--- config.mk ---
export PLATFORM = sky130hd
export DESIGN_NAME = mips_mc_control
export DESIGN_NICKNAME = d
export VERILOG_FILES = /design/src/rtl/mips_mc_control.sv
export SDC_FILE = /design/constraint.sdc
export NUM_CORES = 1
export LEC_CHECK = 0
export BUFFER_PORTS_ARGS = -buffer_cell sky130_fd_sc_hd__buf_2
export CORE_UTILIZATION = 49
export CTS_BUF_LIST = sky130_fd_sc_hd__clkbuf_8
export CTS_CLUSTER_DIAMETER = 200
export DETAILED_ROUTE_END_ITERATION = 7
export PLACE_DENSITY_LB_ADDON = 0.05
export REMOVE_ABC_BUFFERS = 1
export SYNTH_ARGS = -nofsm -noshare
export SYNTH_HDL_FRONTEND = slang
export SYNTH_SLANG_ARGS = --single-unit
--- constraint.sdc ---
create_clock -name clk -period 2.4 [get_ports clk]
set_input_delay 0.48 -clock clk [delete_from_list [all_inputs] [get_ports clk]]
set_output_delay 0.48 -clock clk [all_outputs]
set_load 0.01 [all_outputs]
--- src/rtl/mips_mc_control.sv ---
// Multicycle MIPS control unit: a Moore FSM that sequences one shared ALU, the memory,
// the register file and the PC through fetch, decode, execute, memory and writeback.
module mips_mc_control #(
  parameter int STATE_W = 4
) (
  input  logic               clk,
  input  logic               rst,
  input  logic [5:0]         opcode,
  input  logic [5:0]         funct,
  input  logic               zero,
  output logic               pc_en,
  output logic               ir_write,
  output logic               i_or_d,
  output logic               mem_write,
  output logic               reg_write,
  output logic               reg_dst,
  output logic               mem_to_reg,
  output logic               imm_zext,
  output logic [1:0]         alu_src_a,
  output logic [1:0]         alu_src_b,
  output logic [2:0]         alu_select,
  output logic [1:0]         pc_src,
  output logic               illegal_op,
  output logic [STATE_W-1:0] state_o
);

  typedef enum logic [STATE_W-1:0] {
    S_INIT   = STATE_W'(0),
    S_FETCH  = STATE_W'(1),
    S_DECODE = STATE_W'(2),
    S_MEMADR = STATE_W'(3),
    S_MEMRD  = STATE_W'(4),
    S_MEMWB  = STATE_W'(5),
    S_MEMWR  = STATE_W'(6),
    S_REXEC  = STATE_W'(7),
    S_RWB    = STATE_W'(8),
    S_IEXEC  = STATE_W'(9),
    S_IWB    = STATE_W'(10),
    S_BRANCH = STATE_W'(11),
    S_JUMP   = STATE_W'(12)
  } state_t;

  typedef enum logic [2:0] {
    ALU_ADD = 3'b000,
    ALU_AND = 3'b001,
    ALU_OR  = 3'b010,
    ALU_NOR = 3'b011,
    ALU_SLT = 3'b100,
    ALU_SLL = 3'b101,
    ALU_SRL = 3'b110,
    ALU_SUB = 3'b111
  } alu_op_t;

  localparam logic [5:0] OP_RTYPE = 6'h00;
  localparam logic [5:0] OP_J     = 6'h02;
  localparam logic [5:0] OP_BEQ   = 6'h04;
  localparam logic [5:0] OP_BNE   = 6'h05;
  localparam logic [5:0] OP_ADDI  = 6'h08;
  localparam logic [5:0] OP_SLTI  = 6'h0A;
  localparam logic [5:0] OP_ANDI  = 6'h0C;
  localparam logic [5:0] OP_ORI   = 6'h0D;
  localparam logic [5:0] OP_LW    = 6'h23;
  localparam logic [5:0] OP_SW    = 6'h2B;

  localparam logic [5:0] FN_SLL = 6'h00;
  localparam logic [5:0] FN_SRL = 6'h02;
  localparam logic [5:0] FN_ADD = 6'h20;
  localparam logic [5:0] FN_SUB = 6'h22;
  localparam logic [5:0] FN_AND = 6'h24;
  localparam logic [5:0] FN_OR  = 6'h25;
  localparam logic [5:0] FN_NOR = 6'h27;
  localparam logic [5:0] FN_SLT = 6'h2A;

  // Every control line is a flop, so the bundle is computed for the state being entered.
  typedef struct packed {
    logic       pc_write;
    logic       br_eq;
    logic       br_ne;
    logic       ir_write;
    logic       i_or_d;
    logic       mem_write;
    logic       reg_write;
    logic       reg_dst;
    logic       mem_to_reg;
    logic       imm_zext;
    logic [1:0] alu_src_a;
    logic [1:0] alu_src_b;
    alu_op_t    alu_select;
    logic [1:0] pc_src;
  } ctrl_t;

  state_t state_q, state_d;
  ctrl_t  ctrl_q, ctrl_d;
  logic   mem_load_q, mem_load_d;
  logic   opcode_ok, funct_ok;

  always_comb begin
    unique case (opcode)
      OP_RTYPE, OP_J, OP_BEQ, OP_BNE, OP_ADDI, OP_SLTI,
      OP_ANDI, OP_ORI, OP_LW, OP_SW: opcode_ok = 1'b1;
      default:                       opcode_ok = 1'b0;
    endcase
    unique case (funct)
      FN_SLL, FN_SRL, FN_ADD, FN_SUB, FN_AND,
      FN_OR, FN_NOR, FN_SLT:         funct_ok = 1'b1;
      default:                       funct_ok = 1'b0;
    endcase
  end

  always_comb begin
    // NOTE: every always_comb output gets a default first so no path can infer a latch.
    state_d    = S_FETCH;
    mem_load_d = mem_load_q;
    unique case (state_q)
      S_INIT:  state_d = S_FETCH;
      S_FETCH: state_d = S_DECODE;
      S_DECODE: begin
        mem_load_d = (opcode == OP_LW);
        unique case (opcode)
          OP_LW, OP_SW:                      state_d = S_MEMADR;
          OP_RTYPE:                          state_d = S_REXEC;
          OP_ADDI, OP_ANDI, OP_ORI, OP_SLTI: state_d = S_IEXEC;
          OP_BEQ, OP_BNE:                    state_d = S_BRANCH;
          OP_J:                              state_d = S_JUMP;
          default:                           state_d = S_FETCH;
        endcase
      end
      S_MEMADR: state_d = mem_load_q ? S_MEMRD : S_MEMWR;
      S_MEMRD:  state_d = S_MEMWB;
      S_REXEC:  state_d = funct_ok ? S_RWB : S_FETCH;
      S_IEXEC:  state_d = S_IWB;
      default:  state_d = S_FETCH;
    endcase
  end

  // IR is stable from the end of FETCH onward, so decoding opcode/funct one state early is safe.
  always_comb begin
    ctrl_d = '0;
    unique case (state_d)
      S_FETCH: begin
        ctrl_d.ir_write  = 1'b1;
        ctrl_d.alu_src_b = 2'b01;
        ctrl_d.pc_write  = 1'b1;
      end
      S_DECODE: ctrl_d.alu_src_b = 2'b11;
      S_MEMADR: begin
        ctrl_d.alu_src_a = 2'b01;
        ctrl_d.alu_src_b = 2'b10;
      end
      S_MEMRD: ctrl_d.i_or_d = 1'b1;
      S_MEMWB: begin
        ctrl_d.reg_write  = 1'b1;
        ctrl_d.mem_to_reg = 1'b1;
      end
      S_MEMWR: begin
        ctrl_d.i_or_d    = 1'b1;
        ctrl_d.mem_write = 1'b1;
      end
      S_REXEC: begin
        ctrl_d.alu_src_a = 2'b01;
        unique case (funct)
          FN_ADD: ctrl_d.alu_select = ALU_ADD;
          FN_SUB: ctrl_d.alu_select = ALU_SUB;
          FN_AND: ctrl_d.alu_select = ALU_AND;
          FN_OR:  ctrl_d.alu_select = ALU_OR;
          FN_NOR: ctrl_d.alu_select = ALU_NOR;
          FN_SLT: ctrl_d.alu_select = ALU_SLT;
          FN_SLL, FN_SRL: begin
            // Shifts operate on rt, with shamt taken from the extended immediate.
            ctrl_d.alu_src_a  = 2'b10;
            ctrl_d.alu_src_b  = 2'b10;
            ctrl_d.alu_select = (funct == FN_SLL) ? ALU_SLL : ALU_SRL;
          end
          default: ctrl_d.alu_select = ALU_ADD;
        endcase
      end
      S_RWB: begin
        ctrl_d.reg_write  = 1'b1;
        ctrl_d.reg_dst    = 1'b1;
        ctrl_d.alu_select = ctrl_q.alu_select;
      end
      S_IEXEC: begin
        ctrl_d.alu_src_a = 2'b01;
        ctrl_d.alu_src_b = 2'b10;
        unique case (opcode)
          OP_ANDI: begin
            ctrl_d.alu_select = ALU_AND;
            ctrl_d.imm_zext   = 1'b1;
          end
          OP_ORI: begin
            ctrl_d.alu_select = ALU_OR;
            ctrl_d.imm_zext   = 1'b1;
          end
          OP_SLTI: ctrl_d.alu_select = ALU_SLT;
          default: ctrl_d.alu_select = ALU_ADD;
        endcase
      end
      S_IWB: begin
        ctrl_d.reg_write = 1'b1;
        ctrl_d.imm_zext  = ctrl_q.imm_zext;
      end
      S_BRANCH: begin
        ctrl_d.alu_src_a  = 2'b01;
        ctrl_d.alu_select = ALU_SUB;
        ctrl_d.pc_src     = 2'b01;
        ctrl_d.br_eq      = (opcode == OP_BEQ);
        ctrl_d.br_ne      = (opcode == OP_BNE);
      end
      S_JUMP: begin
        ctrl_d.pc_src   = 2'b10;
        ctrl_d.pc_write = 1'b1;
      end
      default: ctrl_d = '0;
    endcase
  end

  // NOTE: sequential state uses non-blocking assignments; the async reset clears every flop.
  always_ff @(posedge clk or posedge rst) begin
    if (rst) begin
      state_q    <= S_INIT;
      ctrl_q     <= '0;
      mem_load_q <= 1'b0;
    end else begin
      state_q    <= state_d;
      ctrl_q     <= ctrl_d;
      mem_load_q <= mem_load_d;
    end
  end

  assign pc_en      = ctrl_q.pc_write | (ctrl_q.br_eq & zero) | (ctrl_q.br_ne & ~zero);
  assign ir_write   = ctrl_q.ir_write;
  assign i_or_d     = ctrl_q.i_or_d;
  assign mem_write  = ctrl_q.mem_write;
  assign reg_write  = ctrl_q.reg_write;
  assign reg_dst    = ctrl_q.reg_dst;
  assign mem_to_reg = ctrl_q.mem_to_reg;
  assign imm_zext   = ctrl_q.imm_zext;
  assign alu_src_a  = ctrl_q.alu_src_a;
  assign alu_src_b  = ctrl_q.alu_src_b;
  assign alu_select = ctrl_q.alu_select;
  assign pc_src     = ctrl_q.pc_src;
  assign state_o    = state_q;

  // The illegal pulse is flagged in the cycle the offending field is decoded.
  assign illegal_op = ((state_q == S_DECODE) && !opcode_ok) ||
                      ((state_q == S_REXEC) && !funct_ok);

endmodule
* Yosys cells after proc, flatten, opt, wreduce, memory -nomap -nowiden
Index checks and enable logic that the tools add are counted.
Widths: inputs -> output; s select.
** Word-level totals
- RAM bits :: 0
- Logic and storage cells :: 98
- Input bits :: 15
- Memories :: 0
- Output and inout bits :: 22
- Bits in registers :: 24
- Memory bits (read-only) :: 0
- Latch bits :: 0
** Cells by class
- Muxes and demuxes :: 24
- Shifts and indexed selects :: 0
- $lt $le $gt $ge :: 0
- Div/mod/pow operators :: 0
- Add/sub/neg operators :: 0
- Eq/ne operators :: 34
- Bitwise gates (word level) :: 5
- Multiply operators :: 0
- Reductions and logical operators :: 19
** Operator list (count)
- $eq 6x6->1 const B :: 8
- $eq 4x3->1 const B :: 6
- $eq 4x4->1 const B :: 6
- $eq 6x4->1 const B :: 4
- $pmux 4 s6 :: 1
- $pmux 4 s5 :: 1
- $pmux 3 s6 :: 1
- $eq 4x2->1 const B :: 4
- $reduce_or 2->1 :: 7
- $eq 6x2->1 const B :: 2
- $eq 6x3->1 const B :: 2
- $logic_not 6->1 :: 2
- $pmux 3 s4 :: 1
- $mux 1 :: 10
- $reduce_or 10->1 :: 1
- $pmux 3 s3 :: 1
- $eq 4x1->1 const B :: 2
- $mux 4 :: 2
- $pmux 2 s2 :: 2
- $pmux 2 s4 :: 1
- $reduce_or 8->1 :: 1
- $mux 2 :: 3
- $reduce_or 3->1 :: 2
- $reduce_or 4->1 :: 1
- other kinds (7) :: 11

* Logic depth before layout (Yosys ltp)
Gate-level depths: netlist of the first run.
- Word-level depth :: 8
- Mapped depth :: 9
- Gate-level depth less buffers :: 8

* Worst setup path after synthesis of the first run
OpenSTA, ideal clock, no wires.
- Kind :: input port to flip-flop
- Start point :: in opcode[0]
- End point :: reg ctrl_q[18] (netlist name)
- Slack :: 0.274 ns
- Stages on the path :: 7
- Data required time :: 2.276 ns
- Arrival :: 2.001 ns
- Library setup time :: 0.124 ns
- Cells stage by stage :: buf_6 -> or3_4 -> o41ai_4 -> nand2_1 -> a21o_2 -> and3_4 -> or2_1
** RTL lines
- start, declared :: line 8 : input logic [5:0] opcode,
- end signal, assigned :: line 225 : ctrl_q <= ctrl_d;
- end, declared :: line 93 : ctrl_t ctrl_q, ctrl_d;

* Worst setup path in the final report of the first run
- Start point :: in funct[5]
- End point :: out illegal_op
** On the way
- Longest elaborated chain between the ends :: 6
** Ends and longest elaborated chain
- start, declared :: line 9 : input logic [5:0] funct,
- $eq 6x2->1 (tied with other cells) :: line 103 : unique case (funct)
- $reduce_or 8->1 * :: line 103
- $mux 1 * :: line 103
- $logic_not 1->1 * :: line 246 : ((state_q == S_REXEC) && !funct_ok);
- $logic_and 1x1->1 * :: line 246
- $logic_or 1x1->1 * :: line 245 : assign illegal_op = ((state_q == S_DECODE) && !opcode_ok) ||
- end, declared :: line 23 : output logic illegal_op,
Mark *: on every way between the ends. The rest lies on a longest branch, timed or not.

==> results of run 1 <==
-- cell usage after synthesis (all sizes together) (3+ instances only) --
cell type / count
nor2b: 3
or3: 6
nand2: 9
dfrtp: 24
or2: 3
nor4: 3
inv: 5
and3: 3
nor2: 8
buf: 15
nand3: 6
o21ai: 13
nor3: 7
a21oi: 7
nand2b: 4
o41ai: 3
-- path summary, 6_finish.rpt --
kind	start	end	slack, ps
max	funct[5]	illegal_op	130
min	rst	state_o[0]	380
max reg2reg	state_o[3]	alu_select[1]	240
min reg2reg	mem_load_q	mem_write	480
max in group asynchronous	rst	ctrl_q[18]	1460
min in group clk	opcode[4]	mem_load_q	450
-- cells in the final DEF (no fill, tap or decap), drive strengths merged, types with 2 or more instances in the layout --
cell     n
and3     3
nand2    9
nor2     8
or3      6
nor2b    3
nand4    2
nand3    6
nand2b   4
inv      5
dfrtp   24
o41ai    3
nor3     7
a41oi    2
and2     2
buf     39
a21oi    7
a211o    2
or2      3
o21bai   2
clkbuf   3
nor4     3
o21ai   13
-- through the flow --
step | cell area, um2 | worst slack (ps) | hold WS, ps | instances
floorplan | 1320 | 384 | 437 | 132
global placement | 1560 | 113 | 466 | 202
detailed placement | 1560 | 75.8 | 467 | 202
CTS | 1630 | 126 | 423 | 206
global route | 1630 | 62.4 | 468 | 206
finish | 1630 | 133 | 381 | 206
-- where the power goes --
group / total (mW) / leakage (nW) / switching, mW / internal (mW)
Clock: 0.355 / 0.0357 / 0.132 / 0.223
Sequential: 0.566 / 0.319 / 0.0739 / 0.492
Combinational: 0.620 / 0.415 / 0.372 / 0.248
-- final cells by class --
cell class / instances / area, um2
multi-input combinational: 102 / 691
sequential: 24 / 601
timing repair buffer: 39 / 203
tap: 31 / 38.8
inverter: 6 / 23.8
clock inverter: 1 / 30.0
clock buffer: 3 / 41.3
fill: 252 / 1130
-- metal layers --
| layer | up-vias | track usage [%] | share of wire, % |
|---|---|---|---|
| li1 | 587 | - | - |
| met1 | 576 | 31.0 | 45 |
| met2 | 52 | 32.5 | 45 |
| met3 | 18 | 3.49 | 5.8 |
| met4 | 0 | 10.1 | 3.5 |
| met5 | - | 0 | 0 |
-- cell families after synthesis --
kind of cell              share of synthesized area (%)
muxes                                             0.705
DFF                                                42.3
AOI/OAI and AO/OA                                  21.6
xor gates and xnor gates                          0.617
buffers and inverters                              8.99
and+or+nand+nor                                    25.8
==> results.tsv, run 1 <==
metric	value	unit
Clock Skew	15.0	ps
Worst Path Max Fanout	7	
# resized after CTS	0	
# port buffers	36	
area grow syn2layout	14.7	%
leading area contributor after synthesis	dfrtp_1	
total track usage	21.7	%
Yosys top cell area share	42.3	%
Gate Count Post-Synth	147	
critical path, cell by cell	buf_2, nor4bb_1, a41oi_1, a21oi_2, or3_1, a21oi_1, buf_2	
end-of-flow core utilization	59.0	%
largest net degree at the start of global routing	25	
grt ovf	0	
maximum clock rate	0.441	GHz
vias in the first global route	1103	
# DRC	0	
Nets	191	
Rows	19	
Worst Path Arrival	1790	ps
DR vias/cell	5.99	
ratio of final minimum period to clock period	94.4	%
cts hold-fix bufs	0	
Synth area leaders	dfrtp_1 (42%), buf_4 (4.8%), o21ai_0 (3.2%), nand2_1 (2.4%), a21oi_1 (2.1%)	
critical path depth	7	
crit path launch type	primary input	
Cell Pwr Density	947	nW/um2
die width	55.8	um
Via Count	1233	
WL per Instance	15.1	um
setup_tns	0	ps
Top FF cell, synth	dfrtp_1	
initial antenna violation count	0	
Slew headroom	40.4	%
die area	3110	um2
die height	55.8	um
CTS tree	done	
Mapped Area	1420	um2
first-pass GRT wire length	5180	um
EDFF count, synth	0	
Slew Viols, Final	0	
Mapped Avg Cell Area	9.65	um2
Worst Hold Class	primary input to async pin	
ANT cells	0	
initial DRC count	44	
Max clock buf depth	2	
Final min period	2270	ps
maxcap violations	0	
total CTS buffers	3	
Num Clock Sinks	24	
Peak VDD IR	0.822	mV
Pwr Total	1.54	mW
Final GP Congestion	0.927	
Initial Utilization	51.5	%
LEAKAGE	0.769	nW
slowest stage delay, CP	330	ps
post-synthesis sequential area ratio	42.3	%
layout cells sized above 1	33.7	%
worst skew pair latency	280	ps
CP required	1920	ps
RSZ-0062 raised after global routing	false	
Buf/Inv on CP	2	
number of flip-flops in the largest register	4	
DRT antenna net count	0	
postcts setup bufs	0	
Setup Crit Path Kind	primary input to primary output	
First-pass DRT Iterations	4	
Worst Tran Pin Value	893	ps
CTS Root Cell	clkbuf_8	
dpl hpwl	2310	um
ys async rst share	100	%
final hold violations	0	
CP endpoint kind	primary output	
status	complete, no violations	
CTS H-tree lvls	1	
crit-path leading delay family	compound AO/OA/AOI/OAI gates	
core area	2760	um2
library cells used by synthesis	51	
Worst-path clk slew	90	ps
#FFs+latches synth	24	
total wire length	3120	um
Syn. warnings	0	
I/O pins	37	
R2R cell count	7	
final setup fails	0	
slowest CP cell	or3_1	
crit-path most repeated cell	buf_2	
Power figures use the tool's default switching activity.
==> run 2, diff against run 1 <==
==> constraint.sdc (replaced) <==
create_clock -name clk -period 2.35 [get_ports clk]
set_input_delay 0.47 -clock clk [delete_from_list [all_inputs] [get_ports clk]]
set_output_delay 0.47 -clock clk [all_outputs]
set_load 0.01 [all_outputs]
==> run 2 against run 1 <==
  * Clock skew fell by 11 ps
  * Via count fell by 4.9%
  * Die area did not move
  * Largest cell class unchanged
  * Clock power fell by 20%
  * Non-clock buffer count rose by 2
  * Sequential power barely moved
  * Final cell count rose by 0.97%
  * Global-route usage fell by 0.13 points
==> results.tsv, run 2 (synthesis gave the netlist of run 1 again) <==
metric	value	unit
status	complete, no violations	
area grow syn2layout	15.2	%
Reg-to-Reg Start	state_o[3]	
leading cell type in the layout, fill and taps excluded	buf_2	
slowest stage delay, CP	320	ps
clock network fraction of total power	19.1	%
CTS tree	done	
DR vias/cell	5.64	
Comb power frac	43.3	%
Pwr Total	1.50	mW
Max clock buf depth	2	
initial antenna violation count	0	
Clock Skew	3.66	ps
Initial Utilization	51.5	%
CP endpoint kind	primary output	
die area	3110	um2
First-pass DRT Iterations	4	
CP startpoint	funct[5]	
Nets	193	
vias in the first global route	1059	
die height	55.8	um
met2 routed wirelength	1450	um
Worst Hold Class	primary input to async pin	
layout cells sized above 1	35.0	%
postcts setup bufs	0	
most frequent cells in the layout	buf_2 (36), dfrtp_1 (24), o21ai_0 (9), nand2_1 (9), nor2_1 (8)	
DRT antenna net count	0	
final hold violations	0	
# port buffers	36	
crit-path most repeated cell	buf_2	
RSZ-0062 raised after global routing	false	
Peak VDD IR	0.762	mV
total wire length	3100	um
Num Clock Sinks	24	
Worst Path Arrival	1720	ps
maxcap violations	0	
crit path launch type	primary input	
final setup fails	0	
Worst Setup EP	illegal_op	
Final min period	2190	ps
Via Count	1173	
Seq pwr share	37.7	%
switching pwr	0.580	mW
Slew headroom	74.1	%
Rows	19	
CTS H-tree lvls	1	
maximum clock rate	0.456	GHz
Setup Crit Path Kind	primary input to primary output	
Placed Cells incl. Taps	204	
met3 WL	116	um
setup_tns	0	ps
total track usage	21.6	%
Met1 Routed Length	1460	um
Worst-path clk slew	80	ps
LEAKAGE	0.772	nW
Final Non-Filler Cells	208	
worst skew pair latency	270	ps
r2r endpoint	alu_select[1]	
# DRC	0	
final instance area	1630	um2
pre-CTS setup slack	20.5	ps
CTS Root Cell	clkbuf_8	
R2R cell count	7	
largest net degree at the start of global routing	25	
cts hold-fix bufs	0	
I/O pins	37	
core area	2760	um2
WL per Instance	14.9	um
dpl hpwl	2390	um
Fin Hold WS	221	ps
fin worst setup slack	155	ps
filler instances	263	
number of flip-flops in the largest register	4	
end-of-flow core utilization	59.3	%
die width	55.8	um
ratio of final minimum period to clock period	93.4	%
grt ovf	0	
Worst Tran Pin Value	378	ps
Cell Pwr Density	915	nW/um2
slowest CP cell	or3_1	
flop-to-flop setup slack	280	ps
critical path, cell by cell	buf_2, nor4bb_1, a41oi_2, a21oi_2, or3_1, a21oi_1, buf_2	
Slew Viols, Final	0	
ANT cells	0	
Final GP Congestion	0.932	
switching fraction of total power	38.8	%
CP required	1880	ps
first-pass GRT wire length	5090	um
Pint	0.915	mW
initial DRC count	23	
placed inst area	1570	um2
top sig layer	met4	
total CTS buffers	3	
Worst Path Max Fanout	7	
## run 2: what timing repair did
action / 4_1_cts / 5_1_grt
setup endpoints to repair: 0 / 1
resized for setup: 0 / 1
hold endpoints to repair: 0 / 0
## run 2: worst min-delay path by stage
| stage | from | endpoint |
|---|---|---|
| after global routing | rst | reg_dst |
| final | rst | reg_dst |
| after detailed placement | mem_load_q | mem_write |
| after global placement | mem_load_q | mem_write |
| after floorplan | mem_load_q | mem_write |
| after CTS | rst | reg_dst |
## run 2: final cells by class
cell class	instances	area, um2	area share [%]
multi-input combinational	102	698	42.7
sequential	24	601	36.8
timing repair buffer	41	218	13.3
clock buffer	4	55.1	3.37
tap	31	38.8	2.37
inverter	6	23.8	1.45
## run 2: critical path: cells and delay by family
kind | cells | cell delay [ps]
AO/OA/AOI/OAI | 3 | 500
buffers and inverters | 2 | 280
AND/OR/NAND/NOR | 2 | 470
## run 2: power by group through the flow
stage | sequential, mW | clock (mW) | combinational (mW)
after floorplan | 0.625 | 0 | 0.334
after global placement | 0.569 | 0 | 0.639
after detailed placement | 0.571 | 0 | 0.647
after CTS | 0.563 | 0.288 | 0.647
after global routing | 0.576 | 0.306 | 0.702
final | 0.563 | 0.285 | 0.647
## run 2: per-layer routing
layer	up-vias	GRT usage, %
met2	34	34.6
met4	0	10.5
li1	587	-
met3	4	2.79
met5	-	0
met1	548	29.1
